==> src/rtl/pixel_pkg.sv <==
`default_nettype none
// ============================================================================
// Module      : pixel_pkg
// Description : Shared pixel/image geometry defaults and the line-server FSM
//               state encoding. Imported by framebuffer_line_server and by
//               pixel_cache so both agree on geometry and state values.
// Contents    : DEFAULT_PIXEL_WIDTH  - bits per pixel (RGB888)
//               DEFAULT_IMAGE_WIDTH  - pixels per scanline
//               DEFAULT_IMAGE_HEIGHT - scanlines per frame
//               line_state_e         - IDLE / ACK / STREAM / DRAIN
// Revision    : 1.0 - initial release
// ============================================================================
package pixel_pkg;

  localparam int DEFAULT_PIXEL_WIDTH  = 24;
  localparam int DEFAULT_IMAGE_WIDTH  = 1920;
  localparam int DEFAULT_IMAGE_HEIGHT = 1080;

  typedef enum logic [1:0] {
    ST_IDLE   = 2'd0,
    ST_ACK    = 2'd1,
    ST_STREAM = 2'd2,
    ST_DRAIN  = 2'd3
  } line_state_e;

endpackage : pixel_pkg
`default_nettype wire

==> src/rtl/framebuffer_line_server.sv <==
`default_nettype none
// ============================================================================
// Module      : framebuffer_line_server
// Description : Serves whole-scanline fetch requests from a pixel cache by
//               issuing one framebuffer read per pixel through an arbiter
//               grant and streaming the returned pixels back in x order.
//               A one-deep pending slot (last request wins) queues a request
//               that arrives while a line is in flight. Lines beyond the
//               frame height are answered with zero pixels and an error pulse.
// Ports       : clk, rst             - clock, synchronous active-high reset
//               mem_req, mem_addr    - line request; line = mem_addr[31:16]
//               mem_ready            - one-cycle accept acknowledge
//               mem_pixel(_valid)    - pixel stream, no backpressure
//               fb_rd_en/addr        - framebuffer read request
//               fb_rd_gnt            - arbiter grant (issue = en & gnt)
//               fb_rd_data           - read data, one cycle after issue
//               busy, err_oob        - status
// Revision    : 1.0 - initial release
// ============================================================================
module framebuffer_line_server
  import pixel_pkg::*;
#(
  parameter int PIXEL_WIDTH  = DEFAULT_PIXEL_WIDTH,
  parameter int IMAGE_WIDTH  = DEFAULT_IMAGE_WIDTH,
  parameter int IMAGE_HEIGHT = DEFAULT_IMAGE_HEIGHT,
  parameter int FB_ADDR_W    = $clog2(IMAGE_WIDTH * IMAGE_HEIGHT)
) (
  input  logic                   clk,
  input  logic                   rst,
  input  logic                   mem_req,
  input  logic [31:0]            mem_addr,
  output logic                   mem_ready,
  output logic [PIXEL_WIDTH-1:0] mem_pixel,
  output logic                   mem_pixel_valid,
  output logic                   fb_rd_en,
  output logic [FB_ADDR_W-1:0]   fb_rd_addr,
  input  logic                   fb_rd_gnt,
  input  logic [PIXEL_WIDTH-1:0] fb_rd_data,
  output logic                   busy,
  output logic                   err_oob
);

  // x counters must be able to hold IMAGE_WIDTH itself (the "done" value).
  localparam int             X_W    = $clog2(IMAGE_WIDTH + 1);
  localparam logic [X_W-1:0] X_LAST = X_W'(IMAGE_WIDTH - 1);
  localparam logic [X_W-1:0] X_END  = X_W'(IMAGE_WIDTH);

  line_state_e           state_q, state_d;
  logic [15:0]           line_y_q, line_y_d;
  logic [FB_ADDR_W-1:0]  base_q, base_d;
  logic [X_W-1:0]        rd_x_q, rd_x_d;
  logic [X_W-1:0]        out_x_q, out_x_d;
  logic                  pending_q, pending_d;
  logic [15:0]           pend_y_q, pend_y_d;
  logic                  valid_q, valid_d;
  logic                  ready_q, ready_d;
  logic                  busy_q, busy_d;
  logic                  err_q, err_d;

  logic                  cur_oob;
  logic                  in_fetch;
  logic                  issue;
  logic                  zero_beat;
  logic                  advance;
  logic                  accept_live;
  logic                  accept_pend;
  logic                  accept;
  logic [15:0]           new_y;
  logic                  new_oob;
  logic [FB_ADDR_W-1:0]  new_base;
  logic                  unused_addr_lo;

  // Only the scanline index is meaningful; the low half of the address is
  // accepted for bus compatibility and deliberately dropped.
  assign unused_addr_lo = ^mem_addr[15:0];

  assign cur_oob  = (32'(line_y_q) >= 32'(IMAGE_HEIGHT));

  // Fetch window covers the ACK cycle (first read attempt) and STREAM.
  assign in_fetch  = ((state_q == ST_ACK) || (state_q == ST_STREAM)) &&
                     (rd_x_q < X_END);
  assign fb_rd_en  = in_fetch && !cur_oob;
  assign issue     = fb_rd_en && fb_rd_gnt;
  // Out-of-range lines stream zeros one per cycle, independent of the grant.
  assign zero_beat = in_fetch && cur_oob;
  assign advance   = issue || zero_beat;

  // base_q already holds y*IMAGE_WIDTH at full address width, so the sum
  // reaches the last legal word without truncation.
  assign fb_rd_addr = base_q + FB_ADDR_W'(rd_x_q);

  // A live request in IDLE supersedes whatever sits in the pending slot.
  assign accept_live = (state_q == ST_IDLE) && mem_req;
  assign accept_pend = (state_q == ST_IDLE) && !mem_req && pending_q;
  assign accept      = accept_live || accept_pend;
  assign new_y       = accept_live ? mem_addr[31:16] : pend_y_q;
  assign new_oob     = (32'(new_y) >= 32'(IMAGE_HEIGHT));
  assign new_base    = new_oob ? '0
                               : FB_ADDR_W'(32'(new_y) * 32'(IMAGE_WIDTH));

  always_comb begin
    state_d   = state_q;
    line_y_d  = line_y_q;
    base_d    = base_q;
    rd_x_d    = rd_x_q;
    out_x_d   = out_x_q;
    pending_d = pending_q;
    pend_y_d  = pend_y_q;
    valid_d   = advance;
    err_d     = 1'b0;

    if (advance) begin
      rd_x_d = rd_x_q + X_W'(1);
    end
    if (valid_q) begin
      out_x_d = out_x_q + X_W'(1);
    end

    // Requests arriving while a line is in flight park in the single slot;
    // a later one simply overwrites the parked line index.
    if ((state_q != ST_IDLE) && mem_req) begin
      pending_d = 1'b1;
      pend_y_d  = mem_addr[31:16];
    end

    unique case (state_q)
      ST_IDLE: begin
        if (accept) begin
          state_d   = ST_ACK;
          line_y_d  = new_y;
          base_d    = new_base;
          rd_x_d    = '0;
          out_x_d   = '0;
          pending_d = 1'b0;
          err_d     = new_oob;
        end
      end
      ST_ACK: begin
        state_d = ST_STREAM;
      end
      ST_STREAM: begin
        // The !in_fetch term covers a one-pixel line already issued in ACK.
        if (!in_fetch || (advance && (rd_x_q == X_LAST))) begin
          state_d = ST_DRAIN;
        end
      end
      ST_DRAIN: begin
        // Leave as soon as the final beat is on the output this cycle.
        if ((out_x_q + X_W'(valid_q)) == X_END) begin
          state_d = ST_IDLE;
        end
      end
      default: begin
        state_d = ST_IDLE;
      end
    endcase

    ready_d = (state_d == ST_ACK);
    busy_d  = (state_d != ST_IDLE);
  end

  always_ff @(posedge clk) begin
    if (rst) begin
      state_q   <= ST_IDLE;
      line_y_q  <= '0;
      base_q    <= '0;
      rd_x_q    <= '0;
      out_x_q   <= '0;
      pending_q <= 1'b0;
      pend_y_q  <= '0;
      valid_q   <= 1'b0;
      ready_q   <= 1'b0;
      busy_q    <= 1'b0;
      err_q     <= 1'b0;
    end else begin
      state_q   <= state_d;
      line_y_q  <= line_y_d;
      base_q    <= base_d;
      rd_x_q    <= rd_x_d;
      out_x_q   <= out_x_d;
      pending_q <= pending_d;
      pend_y_q  <= pend_y_d;
      valid_q   <= valid_d;
      ready_q   <= ready_d;
      busy_q    <= busy_d;
      err_q     <= err_d;
    end
  end

  assign mem_ready       = ready_q;
  assign mem_pixel_valid = valid_q;
  // Gating keeps the bus at zero between beats and for out-of-range lines;
  // clearing valid_q in reset also discards data of an already issued read.
  assign mem_pixel       = (valid_q && !cur_oob) ? fb_rd_data : '0;
  assign busy            = busy_q;
  assign err_oob         = err_q;

endmodule : framebuffer_line_server
`default_nettype wire
==> config.mk <==
export PLATFORM = sky130hd
export DESIGN_NAME = framebuffer_line_server
export DESIGN_NICKNAME = d
export VERILOG_FILES = /design/src/rtl/pixel_pkg.sv /design/src/rtl/framebuffer_line_server.sv
export SDC_FILE = /design/constraint.sdc
export NUM_CORES = 1
export LEC_CHECK = 0
export BUFFER_PORTS_ARGS = -buffer_cell sky130_fd_sc_hd__buf_2
export CAP_MARGIN = 20
export CORE_UTILIZATION = 55
export DETAILED_ROUTE_END_ITERATION = 10
export GPL_ROUTABILITY_DRIVEN = 0
export GPL_TIMING_DRIVEN = 0
export PLACE_DENSITY_LB_ADDON = 0.25
export RECOVER_POWER = 100
export REMOVE_ABC_BUFFERS = 1
export SLEW_MARGIN = 20
export SYNTH_ARGS = -nofsm -noshare
export SYNTH_HDL_FRONTEND = slang
export SYNTH_SLANG_ARGS = --single-unit
==> constraint.sdc <==
create_clock -name clk -period 6.9 [get_ports clk]
set_clock_uncertainty 0.2 [all_clocks]
set_input_delay 0.69 -clock clk [delete_from_list [all_inputs] [get_ports clk]]
set_output_delay 0.69 -clock clk [all_outputs]
set_load 0.005 [all_outputs]
# ---- Word-level counts from Yosys, hierarchy flattened
# Index checks and enable logic that the tools add are counted.
dict set report op_classes {
  magnitude_cmp 3
  eq_ne 6
  multipliers 1
  bitwise 2
  n_mux 16
  n_reduce_logical 22
  n_addsub 4
}
# op n
set op_table {}
lappend op_table {{11-bit 2-to-1 mux} 6}
lappend op_table {{16-bit by 11-bit >= comparator with 1-bit output, second input constant} 2}
lappend op_table {{24-bit 2-to-1 mux} 1}
lappend op_table {{11-bit by 1-bit adder with 11-bit output, second input constant} 2}
lappend op_table {{11-bit equality test, second input constant} 2}
lappend op_table {{21-bit by 11-bit adder with 21-bit output} 1}
lappend op_table {{21-bit 2-to-1 mux} 1}
lappend op_table {{16-bit by 4-bit multiplier with 14-bit output, second input constant} 1}
lappend op_table {{16-bit 2-to-1 mux} 1}
lappend op_table {{11-bit by 1-bit adder with 11-bit output} 1}
lappend op_table {{11-bit < comparator, second input constant} 1}
lappend op_table {{1-bit logical AND} 10}
lappend op_table {{2-bit case mux with 4 select lines} 1}
lappend op_table {{2-bit 2-to-1 mux} 3}
lappend op_table {{2-bit by 1-bit equality test with 1-bit output, second input constant} 2}
lappend op_table {{2-bit equality test, second input constant} 2}
lappend op_table {{1-bit logical OR} 4}
lappend op_table {{2-bit nonzero test} 2}
lappend op_table {{1-bit zero test} 3}
lappend op_table {{1-bit 2-to-1 mux} 3}
lappend op_table {{3-bit OR reduction} 1}
lappend op_table {{2-bit zero test} 1}
lappend op_table {{1-bit inverter} 2}
lappend op_table {{2-bit AND reduction} 1}
dict set report totals {
  register_bits 82
  out_inout_bits 50
  elab_cells 65
}

# ---- Depth between registers and ports, before layout
dict set report logic_depth {
  word_depth 11
  mapped_depth 19
}

# ---- Least setup slack after synthesis
# No wires, ideal clock.
dict set report synth_timing {
  path_type {reg-to-reg}
  startpoint {register state_q[0]}
  endpoint {register base_q[19]}
  path_buffers 3
  stages_incl_launch_ff 17
  setup_slack_ns 2.053
  synth_period_minus_slack_ns 4.847
  required_ns 6.577
  t_arrival_ns 4.524
  path_cell_list {dfxtp_1 -> inv_1 -> ha_1 -> buf_4 -> nand2_4 -> buf_4 -> buf_1 -> mux2i_1 -> fa_1 -> fa_1 -> inv_1 -> ha_1 -> or4_1 -> o221ai_1 -> nor3b_1 -> nor4_1 -> o21ai_1}
}
dict set report synth_between {
  elab_chain_len 5
}
# item line
set synth_rtl {}
lappend synth_rtl {{start, declared} framebuffer_line_server.sv:48} ;# line_state_e state_q, state_d;
lappend synth_rtl {{start signal, assigned} framebuffer_line_server.sv:176} ;# state_q <= state_d;
lappend synth_rtl {{2-bit zero test (*)} {framebuffer_line_server.sv:93, framebuffer_line_server.sv:94, framebuffer_line_server.sv:126}}
lappend synth_rtl {{1-bit logical AND, on equally long branches} {framebuffer_line_server.sv:93, framebuffer_line_server.sv:94}}
lappend synth_rtl {{16-bit 2-to-1 mux / 1-bit logical AND (equally long branches)} {framebuffer_line_server.sv:96, framebuffer_line_server.sv:94}}
lappend synth_rtl {{16-bit by 4-bit multiplier with 14-bit output (tied with other cells)} framebuffer_line_server.sv:99} ;# : FB_ADDR_W'(32'(new_y) * 32'(IMAGE_WIDTH));
lappend synth_rtl {{21-bit 2-to-1 mux / 2-bit AND reduction (equally long branches)} n/a}
lappend synth_rtl {{end signal, assigned} framebuffer_line_server.sv:178} ;# base_q <= base_d;
lappend synth_rtl {{end, declared} framebuffer_line_server.sv:50} ;# logic [FB_ADDR_W-1:0] base_q, base_d;
# Every way passes the cells marked *; elsewhere a longest branch is shown, timed or not.
# A chain may end at the register's enable or synchronous reset.

# ---- Worst setup path after layout
# Same ends and word-level chain as after synthesis.

==> metrics.txt <==
async set or reset register ratio after synthesis 0%; Slew headroom 29.48%; reg2reg end base_q[19]; Final Hold Viols 0; register area share after synthesis a little under 30%; worst skew pair latency about 0.35 ns; synthesized flop and latch total 72; worst slew pin tran about 1.1 ns; Slew Limit Fails 0; htree depth 3; Post-synth EDFFs 0; die width approximately 96 microns; IO buf count between 90 and 100; CP cell instances inv_1, ha_1, nand2_1, mux2i_1, xor2_1, ha_1, fa_1, inv_1, fa_1, nor2b_1, o31a_1, o221ai_1, and3_1, nor4_1, o21ai_0; drt total wl about 10000 microns; Ant. Diodes 0; initial antenna violation count 0; synthesized cell area 0.004850 sq mm; status finished clean; count of final setup violators 0; Die H between 90 and 100 microns; internal power approximately 0.0013 W; most frequent cell after synthesis dfxtp_1; P_sw 0.001091 W; share of layout cells above drive strength 1 ~15%; P_leak approximately 2.4 nW; r2r setup slk ~1.5 ns; # resized after CTS 0; crit-path max FO 21; Post-DP HPWL roughly 7800 microns; RSZ-0062 raised after global routing false; Pre-antenna DRT Iters 4; Unique masters post-synth 60; Worst Reg-to-Reg Cells 15; Setup TNS 0 ns; post-synth top area share between 20 and 30%; Worst EP arrival between 5 and 6 ns; Worst setup EP type flop; core area 0.008382 sq mm; classification of the worst setup path reg -> reg; CTS tree yes; Num CTS Buffers 9; worst hold path type reg -> reg; syn avg cell area ~8.3 sq um; crit share post-route between 70% and 80%; Synth area leader dfxtp_1; I/O pins 110; sequential fraction of design power about a quarter; CP Capture Point base_q[19]; Cells after Synth ~590; Worst path max stage delay just under 0.8 ns; Post-synth top cells dfxtp_1 (72), nand2_1 (68), nor2_1 (60); switching share of power around 45%; root buffer cell clkbuf_8; Max IR drop VDD around 0.23 mV; Final ANT Viol Nets 0; Fin Hold WS 0.2548 ns; DR vias/cell 5.393; DRC 0; die area between 0.009 and 0.01 sq mm; top_reg_cell synth dfxtp_1; largest net degree at the start of global routing 42; vias in the first global route ~3700; area delta synth->final 12.51%; Critical path origin state_q[0]; Comb power frac just over 60%; worst r2r src state_q[0]; via count a little over 4000; post-route minimum period ~5.4 ns; Worst-path clk slew around 0.070 ns; total congestion overflow 0; DRT iter0 DRCs between 150 and 200; all-layer global routing usage about a quarter; top cells by area, synth dfxtp_1 (30%), ha_1 (8.3%), fa_1 (6.6%); YS warnings 0; clock power share ~15%; Hold Buf Count CTS 0; TritonCTS Sinks about 70; global-route wire length before repair roughly 17000 microns; maxcap violations 0; DR WL/cell approximately 13 microns; pwr dens between 400 and 500 mW/mm^2; clock tree buffer depth 2; starting density of the core between 50% and 60%; Pwr Total about 0.0024 W; Worst Path Required between 6 and 7 ns; Core Rows 33; crit start category flop; Nets between 700 and 800; Peak Freq ~0.18 GHz; slowest cell on the critical path nand2_1; number of setup buffers added after CTS 0
==> worst max-delay path: cells and delay by family, from the launching register on <==
kind	cells	cell delay, ns
AOI/OAI and AO/OA	3	0.58
xor gates and xnor gates	1	0.27
adders and majority gates	4	1.56
buffers and inverters	2	0.18
DFF	1	0.40
muxes	1	0.64
and+or+nand+nor	4	1.45
==> final cells by class <==
type                    count  area (sq um)
multi-input cells         442          3070
fillers                   765          2925
flip-flops and latches     72          1441
repair buffers             94         449.2
inverters                  41         153.9
well taps                 105         131.4
clock buffers              10         127.6
clock inverters             5         82.58
==> power groups by stage <==
stage	clock (W)	combinational, W	sequential, W
4_1_cts	0.000364	0.00153	0.000596
6_report	0.000357	0.00149	0.000597
2_1_floorplan	0	0.00116	0.000589
3_5_place_dp	0	0.00151	0.000606
3_3_place_gp	0	0.00146	0.000600
5_1_grt	0.000386	0.00171	0.000611
==> placed cells by master, fill, tap and decap left out, drive strengths merged, types with 3 or more instances in the layout <==
cell type  netlist  layout
nor2b            8       8
nand4b           4       4
and2            25      25
clkinv           0       3
xor2            25      25
nor3            11      11
nand3           16      16
o21a             4       4
nand4            5       5
dfxtp           72      72
a211oi          13      13
a31oi            5       5
and3             5       5
or4              3       3
clkbuf          20      30
inv             41      41
or3              4       4
ha              32      32
a21o             3       3
nand2b           6       6
nor2            60      60
fa              16      16
nand2           70      70
o21ai           25      25
xnor2           21      21
mux2i           16      16
nor4             4       4
a311oi           3       3
a21oi           29      29
buf             11      74
nor3b            3       3
==> worst min-delay path by stage <==
stage	from	endpoint	slack (ns)	cells after the start
final	pend_y_q[1]	pend_y_q[1]	0.25	2
after global routing	pend_y_q[10]	pend_y_q[10]	0.27	2
after CTS	pend_y_q[7]	pend_y_q[7]	0.26	2
after detailed placement	pend_y_q[7]	pend_y_q[7]	0.25	2
after global placement	pend_y_q[6]	pend_y_q[6]	0.24	2
after floorplan	pend_y_q[10]	pend_y_q[10]	0.23	2
==> layer usage <==
metal | up-vias | wire, microns | track usage, %
met3 | 12 | 569 | 5.450
met4 | 0 | 140 | 6.592
met1 | 1889 | 4493 | 30.16
met5 | - | 0 | 0
met2 | 122 | 4807 | 39.05
li1 | 2124 | - | -
==> per-stage QoR <==
stage	cell area (sq um)	util, %	worst slack [ns]	instances
finish	5456	65.10	1.485	769
global route	5456	65.10	1.061	769
CTS	5517	65.82	1.999	769
detailed placement	5306	63.31	2.020	754
global placement	5289	63.10	2.057	753
floorplan	4692	-	2.517	555
==> sequential cells by signal (all words and copies together) (netlist names) <==
name	cells
state_q	2
mem_ready	1
pending_q	1
pend_y_q	16
mem_pixel_valid	1
base_q	14
busy	1
out_x_q	11
rd_x_q	11
line_y_q	13
err_oob	1
==> logic make-up after synthesis <==
family                     synth area share [%]
AOI/OAI and AO/OA                         13.70
xor gates and xnor gates                  8.308
adders and majority gates                 15.07
and+or+nand+nor                           23.14
muxes                                     3.638
DFF                                       29.72
buffers and inverters                     6.424
No activity file was read; power rests on OpenSTA's default activity.
